**src/rtl/dlx_pkg.sv**
```systemverilog
`default_nettype none
// ============================================================================
// Module   : dlx_pkg
// Brief    : Shared DLX constants and types used by fetch and decode.
// Revision : 1.0
// ============================================================================
package dlx_pkg;

    localparam logic [31:0] NOP_INSTR        = 32'h0000_0015;
    localparam logic [31:0] DEFAULT_RESET_PC = 32'h0000_0000;

    localparam logic [5:0] c_OP_SPECIAL = 6'h00;
    localparam logic [5:0] c_OP_J       = 6'h02;
    localparam logic [5:0] c_OP_JAL     = 6'h03;
    localparam logic [5:0] c_OP_BEQZ    = 6'h04;
    localparam logic [5:0] c_OP_BNEZ    = 6'h05;
    localparam logic [5:0] c_OP_ADDI    = 6'h08;
    localparam logic [5:0] c_OP_LW      = 6'h23;
    localparam logic [5:0] c_OP_SW      = 6'h2B;
    localparam logic [5:0] c_FUNC_ADD   = 6'h20;

    // One fetched word together with its sequential successor address
    typedef struct packed {
        logic [0:31] instr;
        logic [31:0] pc_plus_four;
    } fetch_entry_t;

endpackage
`default_nettype wire

```
**src/rtl/fetch_buf.sv**
```systemverilog
`default_nettype none
// ============================================================================
// Module   : fetch_buf
// Brief    : Single-entry fetch buffer with write, pop and flush.
// Revision : 1.0
// ============================================================================
module fetch_buf
    import dlx_pkg::*;
(
    input  logic         clk,
    input  logic         reset,
    input  logic         write,
    input  fetch_entry_t wdata,
    input  logic         pop,
    input  logic         flush,
    output logic         full,
    output fetch_entry_t rdata
);

    logic         r_full;
    fetch_entry_t r_data;

    // Flush wins over a same-cycle write so a redirected response never lands
    always_ff @(posedge clk) begin
        if (reset || flush) begin
            r_full <= 1'b0;
        end else if (write) begin
            r_full <= 1'b1;
        end else if (pop) begin
            r_full <= 1'b0;
        end
    end

    always_ff @(posedge clk) begin
        if (reset) begin
            r_data <= '0;
        end else if (write && !flush) begin
            r_data <= wdata;
        end
    end

    assign full  = r_full;
    assign rdata = r_data;

endmodule
`default_nettype wire

```
**src/rtl/instr_fetch.sv**
```systemverilog
`default_nettype none
// ============================================================================
// Module   : instr_fetch
// Brief    : DLX fetch stage: request FSM, fetch buffer and decode handoff.
// Revision : 1.0
// ============================================================================
module instr_fetch
    import dlx_pkg::*;
#(
    parameter logic [31:0] RESET_PC = DEFAULT_RESET_PC
) (
    input  logic        clk,
    input  logic        reset,
    output logic        imem_req,
    output logic [31:0] imem_addr,
    input  logic        imem_gnt,
    input  logic        imem_rvalid,
    input  logic [0:31] imem_rdata,
    input  logic        stall,
    input  logic        kill_next_instruction,
    input  logic        branch,
    input  logic [31:0] new_pc_if_jump,
    output logic [0:31] instr,
    output logic [31:0] pc_plus_four,
    output logic        instr_valid,
    output logic        should_be_killed
);

    localparam logic [1:0] c_ST_IDLE = 2'd0;
    localparam logic [1:0] c_ST_REQ  = 2'd1;
    localparam logic [1:0] c_ST_WAIT = 2'd2;
    localparam logic [1:0] c_ST_DROP = 2'd3;

    logic [1:0]   r_state;
    logic [31:0]  r_pc;
    logic         r_kill_pending;
    logic [0:31]  r_instr;
    logic [31:0]  r_pc_plus_four;
    logic         r_instr_valid;
    logic         r_should_be_killed;

    logic         w_buf_full;
    logic         w_buf_write;
    logic         w_buf_pop;
    fetch_entry_t w_buf_wdata;
    fetch_entry_t w_buf_rdata;

    // In WAIT the pc has already advanced past the issued address
    assign w_buf_wdata.instr        = imem_rdata;
    assign w_buf_wdata.pc_plus_four = r_pc;
    assign w_buf_write = (r_state == c_ST_WAIT) && imem_rvalid && !branch;
    assign w_buf_pop   = w_buf_full && !branch && !kill_next_instruction && !r_kill_pending;

    fetch_buf u_fetch_buf (
        .clk   (clk),
        .reset (reset),
        .write (w_buf_write),
        .wdata (w_buf_wdata),
        .pop   (w_buf_pop),
        .flush (branch),
        .full  (w_buf_full),
        .rdata (w_buf_rdata)
    );

    always_ff @(posedge clk) begin
        if (reset) begin
            r_state <= c_ST_IDLE;
            r_pc    <= RESET_PC;
        end else begin
            if (branch) begin
                r_pc <= new_pc_if_jump;
            end else if ((r_state == c_ST_REQ) && imem_gnt) begin
                r_pc <= r_pc + 32'd4;
            end

            case (r_state)
                c_ST_IDLE: begin
                    if (!branch && !stall && !w_buf_full) begin
                        r_state <= c_ST_REQ;
                    end
                end
                c_ST_REQ: begin
                    if (imem_gnt) begin
                        r_state <= branch ? c_ST_DROP : c_ST_WAIT;
                    end else if (branch) begin
                        r_state <= c_ST_IDLE;
                    end
                end
                c_ST_WAIT: begin
                    // A response coinciding with the branch is consumed here, not in DROP
                    if (branch) begin
                        r_state <= imem_rvalid ? c_ST_IDLE : c_ST_DROP;
                    end else if (imem_rvalid) begin
                        r_state <= c_ST_IDLE;
                    end
                end
                c_ST_DROP: begin
                    if (imem_rvalid) begin
                        r_state <= c_ST_IDLE;
                    end
                end
                default: r_state <= c_ST_IDLE;
            endcase
        end
    end

    // On a kill edge decode keeps its load; the buffered word is then shown once
    // as a bubble and replayed on the following edge before it is popped.
    always_ff @(posedge clk) begin
        if (reset || branch) begin
            r_instr            <= NOP_INSTR;
            r_pc_plus_four     <= 32'd0;
            r_instr_valid      <= 1'b0;
            r_should_be_killed <= 1'b0;
            r_kill_pending     <= 1'b0;
        end else if (kill_next_instruction) begin
            r_kill_pending <= 1'b1;
        end else if (w_buf_full) begin
            r_instr            <= w_buf_rdata.instr;
            r_pc_plus_four     <= w_buf_rdata.pc_plus_four;
            r_instr_valid      <= 1'b1;
            r_should_be_killed <= r_kill_pending;
            r_kill_pending     <= 1'b0;
        end else begin
            r_instr            <= NOP_INSTR;
            r_instr_valid      <= 1'b0;
            r_should_be_killed <= 1'b0;
        end
    end

    assign imem_req         = (r_state == c_ST_REQ);
    assign imem_addr        = r_pc;
    assign instr            = r_instr;
    assign pc_plus_four     = r_pc_plus_four;
    assign instr_valid      = r_instr_valid;
    assign should_be_killed = r_should_be_killed;

endmodule
`default_nettype wire

```
**config.mk**
```make
export PLATFORM = sky130hd
export DESIGN_NAME = instr_fetch
export DESIGN_NICKNAME = d
export VERILOG_FILES = /design/src/rtl/dlx_pkg.sv /design/src/rtl/fetch_buf.sv /design/src/rtl/instr_fetch.sv
export SDC_FILE = /design/constraint.sdc
export NUM_CORES = 1
export LEC_CHECK = 0
export BUFFER_PORTS_ARGS = -buffer_cell sky130_fd_sc_hd__buf_2
export CAP_MARGIN = 25
export CORE_MARGIN = 3
export CORE_UTILIZATION = 56
export CTS_CLUSTER_SIZE = 40
export DETAILED_ROUTE_END_ITERATION = 8
export PLACE_DENSITY = 0.94
export SETUP_SLACK_MARGIN = 0.2
export SLEW_MARGIN = 10
export SYNTH_ARGS = -nofsm -noshare
export SYNTH_HDL_FRONTEND = slang
export SYNTH_SLANG_ARGS = --single-unit
```
**constraint.sdc**
```tcl
create_clock -name clk -period 4.2 [get_ports clk]
set_input_delay 0.63 -clock clk [delete_from_list [all_inputs] [get_ports clk]]
set_output_delay 0.63 -clock clk [all_outputs]
set_load 0.1 [all_outputs]
```
### After elaboration in Yosys (flattened, before gate mapping)

Cells that the tools add are included.

* logic and storage cells: 55
* input port bits: 71
* ROM bits: 0
* latch bits: 0
* RAM bits: 0
* memories: 0
* bits in registers: 166

* shift-type cells: 0
* $mul: 0
* div/mod/pow operators: 0
* order comparisons: 0
* muxes and demuxes: 17
* add/subtract/negate cells: 1
* bitwise gates (word level): 1
* reductions and logical operators: 21
* equal/unequal tests: 5

Operators with widths (number)
* $mux 32: 3
* $add 32x3->32 const B: 1
* $mux 2: 6
* $logic_and 1x1->1: 9
* $pmux 2 s4: 1
* $mux 1: 7
* $reduce_bool 2->1: 3
* $logic_not 1->1: 5
* $eq 2x2->1 const B: 2
* $reduce_and 2->1: 2
* $ne 3x1->1 const B: 1
* $eq 2x1->1 const B: 1
* $logic_not 2->1: 1
* $ne 2x2->1 const B: 1
* $logic_or 1x1->1: 1
* $not 1->1: 1

### Longest topological paths before layout

Gate-level depths: netlist of run 1.

* depth in word-level cells: 6
* depth in mapped cells: 6

### Modules after synthesis

A second synthesis of run 1 with hierarchy kept.

* cells, all modules: 805
* area, all modules: 7465.9 sq um

By module, submodules not included
* instr_fetch: area each 4264.1 sq um, cells each 509, times used 1
* fetch_buf: area each 3201.8 sq um, cells each 296, times used 1

### Least setup slack after synthesis of run 1

OpenSTA, ideal clock, no wires.

* path type: reg2reg
* start: register r_pc[2], in the netlist imem_addr[2]
* end: register r_pc[22], in the netlist imem_addr[22]
* data arrival time: 2.869 ns
* required time: 4.109 ns
* library setup time: 0.091 ns
* cell stages (with the launch flop): 7
* path slack: 1.239 ns
* clock period less this slack: 2.961 ns
* cell sequence: dfxtp_1 -> ha_1 -> nand2_1 -> or4_4 -> buf_6 -> or4_1 -> a311oi_1

* cells in the longest elaborated chain, start to end: 3

Ends and longest elaborated chain
* start: declaration: RTL line instr_fetch.sv:35 `logic [31:0] r_pc;`
* start signal: assignment: RTL line instr_fetch.sv:71 `r_pc <= new_pc_if_jump;`
* start signal: assignment: RTL line instr_fetch.sv:73 `r_pc <= r_pc + 32'd4;`
* $add 32x3->32: RTL line instr_fetch.sv:73
* $mux 32: RTL line instr_fetch.sv:72 `end else if ((r_state == c_ST_REQ) && imem_gnt) begin`
* $mux 32: RTL line instr_fetch.sv:70 `if (branch) begin`

Every way passes these cells. The select of a mux whose other input is x is not followed.
A chain may end at the register's enable or synchronous reset.

### Worst setup path in the final report of run 1

* start: register r_pc[6], in the netlist imem_addr[6]
* end: register r_pc[25], in the netlist imem_addr[25]

The elaborated chain is that of the path after synthesis.

==> results.txt, run 1 <==
The flow ran to the end, and the final reports show no timing, DRC or antenna violations. The synthesized instance count came out at 774. The number of hold-repair buffers added at the cts stage came out at 0. In this run, synthesis produced a sequential element count of 166. For this run, asynchronously set or reset flops after synthesis account for 0. The maximum vdd ir drop is 255 uV. After detailed routing, the number of remaining DRC violations is 0. The synthesized-area fraction occupied by ao, oa, aoi and oai cells came out at 0.182. The overall die area is 0.0127 mm^2. The worst setup path is of the reg -> reg kind.

Summed over all layers, the routed wires come to 17.4 mm. The synthesized area divided by synthesized cell count is 8.20 um^2. Among all flip-flop cells after synthesis, the most frequent one is dfxtp_1. The highest achievable clock rate came out at 415 MHz. The cell at the root of the clock tree is clkbuf_16. Clock-pin slew was measured on the worst setup and hold paths at 0.07 ns. Of the total synthesized cell area, the portion taken by XOR and XNOR cells is 0.0152. The share of the cycle needed by the critical path after routing came out at 0.573.

By area, the combinational part of the netlist is dominated by simple AND/OR/NAND/NOR gates. The share of synthesized cell area in full adder, half adder and majority cells came out at 0.00197. For this run, the register share of the synthesized area comes to 0.523.

The overflow left after global routing is 0. The count of routing violations after the opening detailed-route iteration came out at 623. The initial antenna violation count is 0. The cell area after synthesis came out at 0.00635 mm^2.

The min-delay analysis places its worst path in the category in -> reg. The count of pins over their slew limit is 0. The die is 112 um tall.

The count of cells resized by post-cts repair is 0. The number of failing hold endpoints at the final stage came out at 0. By instance count, the leading cell after synthesis is nand2_1. The worst setup slack after placement is 1.57 ns. The beginning of the worst register-to-register path is imem_addr[6]$_SDFFE_PP0P_.

The static power due to leakage came out at 3.01 nW. The minimum period implied by the final worst setup slack is 2.41 ns. The hold path startpoint is imem_rdata[26]. The maximum number of pins on one net before global-route repair came out at 100. The most frequent cell on the critical path is or4_1.

The peak per-stage delay on the critical path came out at 0.75 ns. The required arrival time at the worst endpoint came out at 4.52 ns. In the final routed layout, each cell accounts on average for 16.3 um. The setup clock skew after layout came out at 0.0103 ns. The total nets after synthesis is 846. Setup repair after global routing left no endpoint under its margin. The detailed-route via count is 6,156. The final weighted congestion of routability-driven global placement came out at 0.878. Yosys printed 0 warnings. STA puts the critical path data arrival time at 2.73 ns.

The worst-case headroom to the max-slew limit came out at 0.306. The signal on the critical path passes through nand4_2 > or4_1 > or4_1 > a311oi_1. The TritonCTS clock tree is yes. STA classifies the critical path endpoint as a register. The transition time at the pin with the least slew margin came out at 1.04 ns. Yosys mapped a number of flops with a built-in enable equal to 0. In this run the worst setup path begins at imem_addr[6]$_SDFFE_PP0P_.

The biggest area consumer among synthesized cells is dfxtp_1. The count of max-cap constraint violations came out at 0. The commonest cells after synthesis are nand2_1 (212), dfxtp_1 (166), a21oi_1 (101). The least setup slack across all paths after layout came out at 1.79 ns.

For this design, the slowest cell found on the critical path is or4_1. The share of post-route cells with drive strength above 1 is 0.237. The width of the die came out at 112 um. For this configuration, the core starts out at a cell density of 0.581. During I/O placement, the number of pins put on the boundary was 170.

The HPWL reported at the end of detailed placement is 11.5 mm. The buffer count from post-CTS setup fixing came out at 0. The number of distinct library cells after synthesis is 46. The total CTS buffers came out at 17. The count of nets left with antenna violations once routing finished came out at 0. The antenna diode count came out at 0.

The core footprint is 0.0109 mm^2. The global-route total usage across every layer came out at 0.274. The power per standard cell area is 452 mW/mm^2. The area share of the largest cell type after synthesis came out at 0.523.

The number of global-route vias before repair came out at 5,632. The net count reported at finish is 986. The count of buffers added on input and output ports is 169.

The worst setup path is launched from a register. The first detailed-routing pass ran for 5 iterations. The vias per cell came out at 5.77. The mux share of post-synthesis cell area is 0.00315. The first global-routing pass estimated 28.2 mm of wire. From synthesis to final layout, the design area changed by 23.4%.

In this run the deepest clock path goes through 2 buffers. The total number of H-tree levels came out at 4. The final number of setup-violating endpoints came out at 0. The TritonCTS sink count is 166.

After routing, the total negative slack on setup checks comes to 0 ns. The post-synthesis share of cell area spent on and, or, nand and nor gates came out at 0.232. The number of placement rows came out at 38. The latest clock arrival within the worst-skew pair came out at 0.42 ns.

Ranked by total cell area, the synthesized netlist is headed by dfxtp_1 (52%), nand2_1 (13%), a21oi_1 (8.0%), a22oi_1 (3.5%), nor2_1 (3.5%). Of all nets on the critical path, the largest fanout is 12.
==> final cells by class <==
type                       instances  area, um^2
clock buffer                      20         457
clock inverter                    12         145
fill                             885        3100
inverter                          11        41.3
multi-input combinational        539        2770
sequential                       166        3320
tap                              140         175
timing repair buffer             179         921
==> kinds of logic after synthesis <==
kind of cell / after synthesis
muxes: 2
buffers and inverters: 69
AOI/OAI and AO/OA: 187
and+or+nand+nor: 338
DFF: 166
xor gates and xnor gates: 11
adders and majority gates: 1
==> path summary, 6_finish.rpt <==
| path | end | slack [ns] | cells after the start |
|---|---|---|---|
| worst max-delay path | imem_addr[25]$_SDFFE_PP0P_ | 1.79 | 4 |
| worst min-delay path | u_fetch_buf.rdata[37]$_SDFFE_PP0P_ | 0.45 | 3 |
| worst max register to register | imem_addr[25]$_SDFFE_PP0P_ | 1.79 | 4 |
| worst min register to register | pc_plus_four[31]$_SDFFE_PP0P_ | 0.45 | 2 |
==> critical path, delay by kind of cell (launching register included) <==
family / cells / cell delay (ns)
simple gates: 3 / 1.55
flops: 1 / 0.51
compound gates: 1 / 0.25
==> flip-flops by register name, summed over array words and instances (netlist names) <==
| signal | flops |
|---|---|
| u_fetch_buf.full | 1 |
| imem_addr | 32 |
| r_kill_pending | 1 |
| r_state | 2 |
| instr | 32 |
| pc_plus_four | 32 |
| u_fetch_buf.rdata | 64 |
| should_be_killed | 1 |
| instr_valid | 1 |
==> cells in the final DEF, fill, tap and decap left out, types with 3 or more instances in the layout <==
cell type   Yosys  layout
nand2_1       212     212
clkbuf_16       0      17
nor2_1         60      60
or3_1           3       3
inv_1          11      11
a21oi_1       101     101
or4_1           8       8
a22oi_1        30      30
a2111oi_0       3       3
xnor2_1         9       9
dfxtp_1       166     166
a311oi_1       12      12
nand4_1         7       7
nor3_1          8       8
o21ai_0         7       7
buf_2           2     169
nor4_1          6       6
and4_1          6       6
clkinv_4        0       3
clkinvlp_4      0       3
o31ai_1         7       7
nand3_1        13      12
a211oi_1       13      13
o22ai_1         3       3
buf_4           0      10
==> where the power goes <==
| group | switching (mW) | leakage, nW | internal, mW |
|---|---|---|---|
| clock network | 0.645 | 0.287 | 0.919 |
| logic | 0.258 | 1.37 | 0.0719 |
| registers | 0.0465 | 1.35 | 1.60 |
==> per-layer routing <==
metal | vias to the layer above | track usage | wire length (um) | part of all wire
met3 | 35 | 0.0582 | 1260 | 0.073
li1 | 2965 | - | - | -
met5 | - | 0 | 0 | 0
met2 | 258 | 0.451 | 8480 | 0.49
met1 | 2898 | 0.359 | 7220 | 0.42
met4 | 0 | 0.0978 | 405 | 0.023
==> per-stage QoR <==
step                cells  total power, mW  hold WS, ns  instance area, um^2   util
floorplan             774             1.92        0.432                 6350      -
global placement     1034             2.00        0.438                 7230  0.661
detailed placement   1035             2.01        0.443                 7230  0.661
CTS                  1067             3.55        0.430                 7830  0.716
global route         1067             3.65        0.437                 7830  0.716
finish               1067             3.54        0.448                 7830  0.716
(Power assumes the default switching activity.)
==> run 2: changes to the inputs <==
--- a/config.mk
+++ b/config.mk
@@ -8,10 +8,10 @@
 export BUFFER_PORTS_ARGS = -buffer_cell sky130_fd_sc_hd__buf_2
 export CAP_MARGIN = 25
 export CORE_MARGIN = 3
-export CORE_UTILIZATION = 56
+export CORE_UTILIZATION = 47
 export CTS_CLUSTER_SIZE = 40
 export DETAILED_ROUTE_END_ITERATION = 8
-export PLACE_DENSITY = 0.94
+export PLACE_DENSITY = 0.85
 export SETUP_SLACK_MARGIN = 0.2
 export SLEW_MARGIN = 10
 export SYNTH_ARGS = -nofsm -noshare
==> constraint.sdc (replaced) <==
create_clock -name clk -period 2.15 [get_ports clk]
set_input_delay 0.3225 -clock clk [delete_from_list [all_inputs] [get_ports clk]]
set_output_delay 0.3225 -clock clk [all_outputs]
set_load 0.1 [all_outputs]
==> results.txt, run 2 (synthesized netlist as in run 1, its figures left out) <==
Status: finished, final reports clean (unchanged). The final total negative setup slack came to 0 ns (unchanged). The core footprint is 0.0129 mm^2 (was 0.0109 mm^2).

The number of stages on the worst hold path came out at 3 (unchanged). The dominant delay contributor by cell family on the critical path is simple AND/OR/NAND/NOR gates (unchanged). The terminus of the critical flop-to-flop path is imem_addr[20]$_SDFFE_PP0P_ (was imem_addr[25]$_SDFFE_PP0P_). The count of routing violations after the opening detailed-route iteration came out at 672 (was 623). The number of hold-repair buffers added at the cts stage came out at 0 (unchanged). The count of pins over their slew limit came out at 0 (unchanged). The end point of the worst hold path is u_fetch_buf.rdata[37]$_SDFFE_PP0P_ (unchanged). Setup repair after global routing missed its margin: true (was false).

The minimum period implied by the final worst setup slack is 1.92 ns (was 2.41 ns). The number of flip-flops in the largest register came out at 64 (unchanged). The overall die area came out at 0.0149 mm^2 (was 0.0127 mm^2). Top library cells by usage in the layout, fill and taps aside: nand2_1 (210), buf_2 (168), dfxtp_1 (140) (was nand2_1 (212), buf_2 (169), dfxtp_1 (166)). The share of the cycle needed by the critical path after routing came out at 0.892 (was 0.573). The layout-stage area growth over the synthesis result was 30.7% (was 23.4%).

The portion of total power attributed to combinational logic is 0.097 (was 0.093). The required arrival time at the worst endpoint came to 2.48 ns (was 4.52 ns). The cell at the root of the clock tree is clkbuf_16 (unchanged).

The peak per-stage delay on the critical path came to 0.56 ns (was 0.75 ns). The total iterations of the first detailed-routing run was 5 (unchanged). The starting density of the core is 0.491 (was 0.581). The total cell area at the placement stage is 0.00748 mm^2 (was 0.00723 mm^2). The static power due to leakage was 3.23 nW (was 3.01 nW).

The switching share of total power is 0.259 (was 0.268). The final weighted congestion of routability-driven global placement came out at 0.909 (was 0.878). The number of nets with antenna violations after routing is 0 (unchanged). The TritonCTS clock tree is yes (unchanged). The beginning of the worst register-to-register path is imem_addr[3]$_SDFFE_PP0P_ (was imem_addr[6]$_SDFFE_PP0P_). The latest clock arrival within the worst-skew pair is 0.43 ns (was 0.42 ns). The number of placement rows came out at 41 (was 38). The detailed-route via count came out at 6,194 (was 6,156). The power per standard cell area came out at 859 mW/mm^2 (was 452 mW/mm^2). The switching power is 1.85 mW (was 950 uW). The height of the die came out at 122 um (was 112 um).

The register-to-register path setup slack came out at 0.23 ns (was 1.79 ns). The endpoint arrival time on the critical path came to 2.25 ns (was 2.73 ns). The number of primary I/O pins was 170 (unchanged).

The element type at the critical path end is a register (unchanged). The quantity of I/O buffers inserted on ports came out at 169 (unchanged). The kind of critical path is reg -> reg (unchanged). The count of max-cap constraint violations came out at 0 (unchanged). The internal power consumption came out at 5.28 mW (was 2.59 mW). The total number of H-tree levels is 4 (unchanged). The part of the power in registers is 0.450 (was 0.465).

The worst hold path class was in -> reg (unchanged). The worst-case headroom to the max-slew limit came to 0.656 (was 0.306). The maximum fanout along the worst path is 6 (was 12). Chain of cells forming the critical path: ha_4 > nand2_4 > or4_4 > or4_1 > a311oi_1 (was nand4_2 > or4_1 > or4_1 > a311oi_1). The vias per cell came out at 5.50 (was 5.77). The width of the die is 122 um (was 112 um). The post-route DRC violation count came to 0 (unchanged). The number of failing hold endpoints at the final stage is 0 (unchanged). The number of buffers and inverters on the critical path came out at 0 (unchanged). The wire length of the first global-routing pass is 28.5 mm (was 28.2 mm).

The total CTS buffers is 17 (unchanged). The share of post-route cells with drive strength above 1 is 0.291 (was 0.237). The setup clock skew after layout is 0.0115 ns (was 0.0103 ns).

The initial antenna violation count came out at 3 (was 0). The maximum number of pins on one net before global-route repair is 66 (was 100). The number of global-route vias before repair is 5,744 (was 5,632). The final number of setup-violating endpoints was 0 (unchanged).

The logic depth of the worst register-to-register path is 5 (was 4). The average detailed-routed wire length per instance is 16.2 um (was 16.3 um). The transition time at the pin with the least slew margin came out at 0.520 ns (was 1.04 ns).

The standard cell with the maximum stage delay on the critical path was or4_4 (was or4_1). The post-layout instance area came to 0.00830 mm^2 (was 0.00783 mm^2). The final design utilization came out at 0.642 (was 0.716). The maximum vdd ir drop was 593 uV (was 255 uV).

The net count reported at finish is 1,011 (was 986). The category of the worst setup path launch point is a register (unchanged). The TritonCTS sink count is 166 (unchanged). The overall routed net length came out at 18.2 mm (was 17.4 mm). The power share of the clock group is 0.453 (was 0.442).

The overflow left after global routing is 0 (unchanged). The maximum count of clock buffers along a single path came out at 2 (unchanged). The clock edge transition at the registers on the reported setup and hold paths came to 0.06 ns (was 0.07 ns).

The most frequent standard cell in the layout excluding fill and tap cells was nand2_1 (unchanged). The HPWL reported at the end of detailed placement came to 12.0 mm (was 11.5 mm). The hold path startpoint was imem_rdata[26] (unchanged). The number of cells on the critical path is 5 (was 4).

The global-route total usage across every layer came out at 0.240 (was 0.274). The highest achievable clock rate came to 521 MHz (was 415 MHz).
-- run 2: cell types whose count changed in the layout (fill, tap and decap cells not counted), moves of 3 or more --
cell / before / now
dfxtp_2: 0 / 3
clkinv_4: 3 / 0
buf_4: 10 / 32
clkbuf_16: 17 / 20
or4_4: 1 / 4
dfxtp_4: 0 / 23
dfxtp_1: 166 / 140
-- run 2: worst max-delay path by stage --
stage	to	slack [ns]	from
floorplan	imem_addr[24]$_SDFFE_PP0P_	-0.03	imem_addr[3]$_SDFFE_PP0P_
global placement	imem_addr[22]$_SDFFE_PP0P_	0.13	r_state[1]$_SDFFE_PP0P_
detailed placement	imem_addr[22]$_SDFFE_PP0P_	0.02	r_state[1]$_SDFFE_PP0P_
CTS	imem_addr[19]$_SDFFE_PP0P_	0.16	imem_addr[7]$_SDFFE_PP0P_
global route	imem_addr[20]$_SDFFE_PP0P_	0.17	r_state[1]$_SDFFE_PP0P_
finish	imem_addr[20]$_SDFFE_PP0P_	0.23	imem_addr[3]$_SDFFE_PP0P_
-- run 2: power by group through the flow --
stage / Clock (mW) / Sequential [mW] / Combinational (mW)
after floorplan: 0 / 3.56 / 0.186
after global placement: 0 / 3.26 / 0.665
after detailed placement: 0 / 3.27 / 0.668
after CTS: 3.26 / 3.20 / 0.679
after global routing: 3.38 / 3.22 / 0.728
final: 3.23 / 3.21 / 0.692
-- run 2: per-stage QoR --
step	setup WS [ns]	hold WS (ns)	total power, mW	std cells
after floorplan	-0.0337	0.432	3.75	774
after global placement	0.134	0.439	3.93	1076
after detailed placement	0.0215	0.444	3.94	1076
after CTS	0.163	0.118	7.14	1114
after global routing	0.172	0.127	7.33	1126
final	0.231	0.124	7.12	1126
-- run 2: final cells by class --
type                       count  area, um^2
fill                        1140        4630
sequential                   166        3410
multi-input combinational    542        2880
timing repair buffer         201        1100
clock buffer                  24         536
tap                          172         215
clock inverter                 8         104
inverter                      11        41.3
antenna                        2        5.00
-- run 2: routing by layer --
metal	global-route usage	up-vias	share of wire
met1	0.312	2896	0.43
met3	0.0567	47	0.064
met4	0.110	2	0.039
met2	0.378	232	0.47
li1	-	3017	-
met5	0	-	0.00038
-- run 2: repair_timing --
action / CTS / global route
endpoints found under the hold margin: 0 / 0
endpoints found under the setup margin: 9 / 11
pin swaps: 2 / 8
cloned: 1 / 2
gates resized for setup: 5 / 6
setup buffers: 5 / 8
-- run 2: worst min-delay path, cell delays in order --
cell and delay, ns:
buf_2 0.09, nand2_1 0.04, a21oi_1 0.05
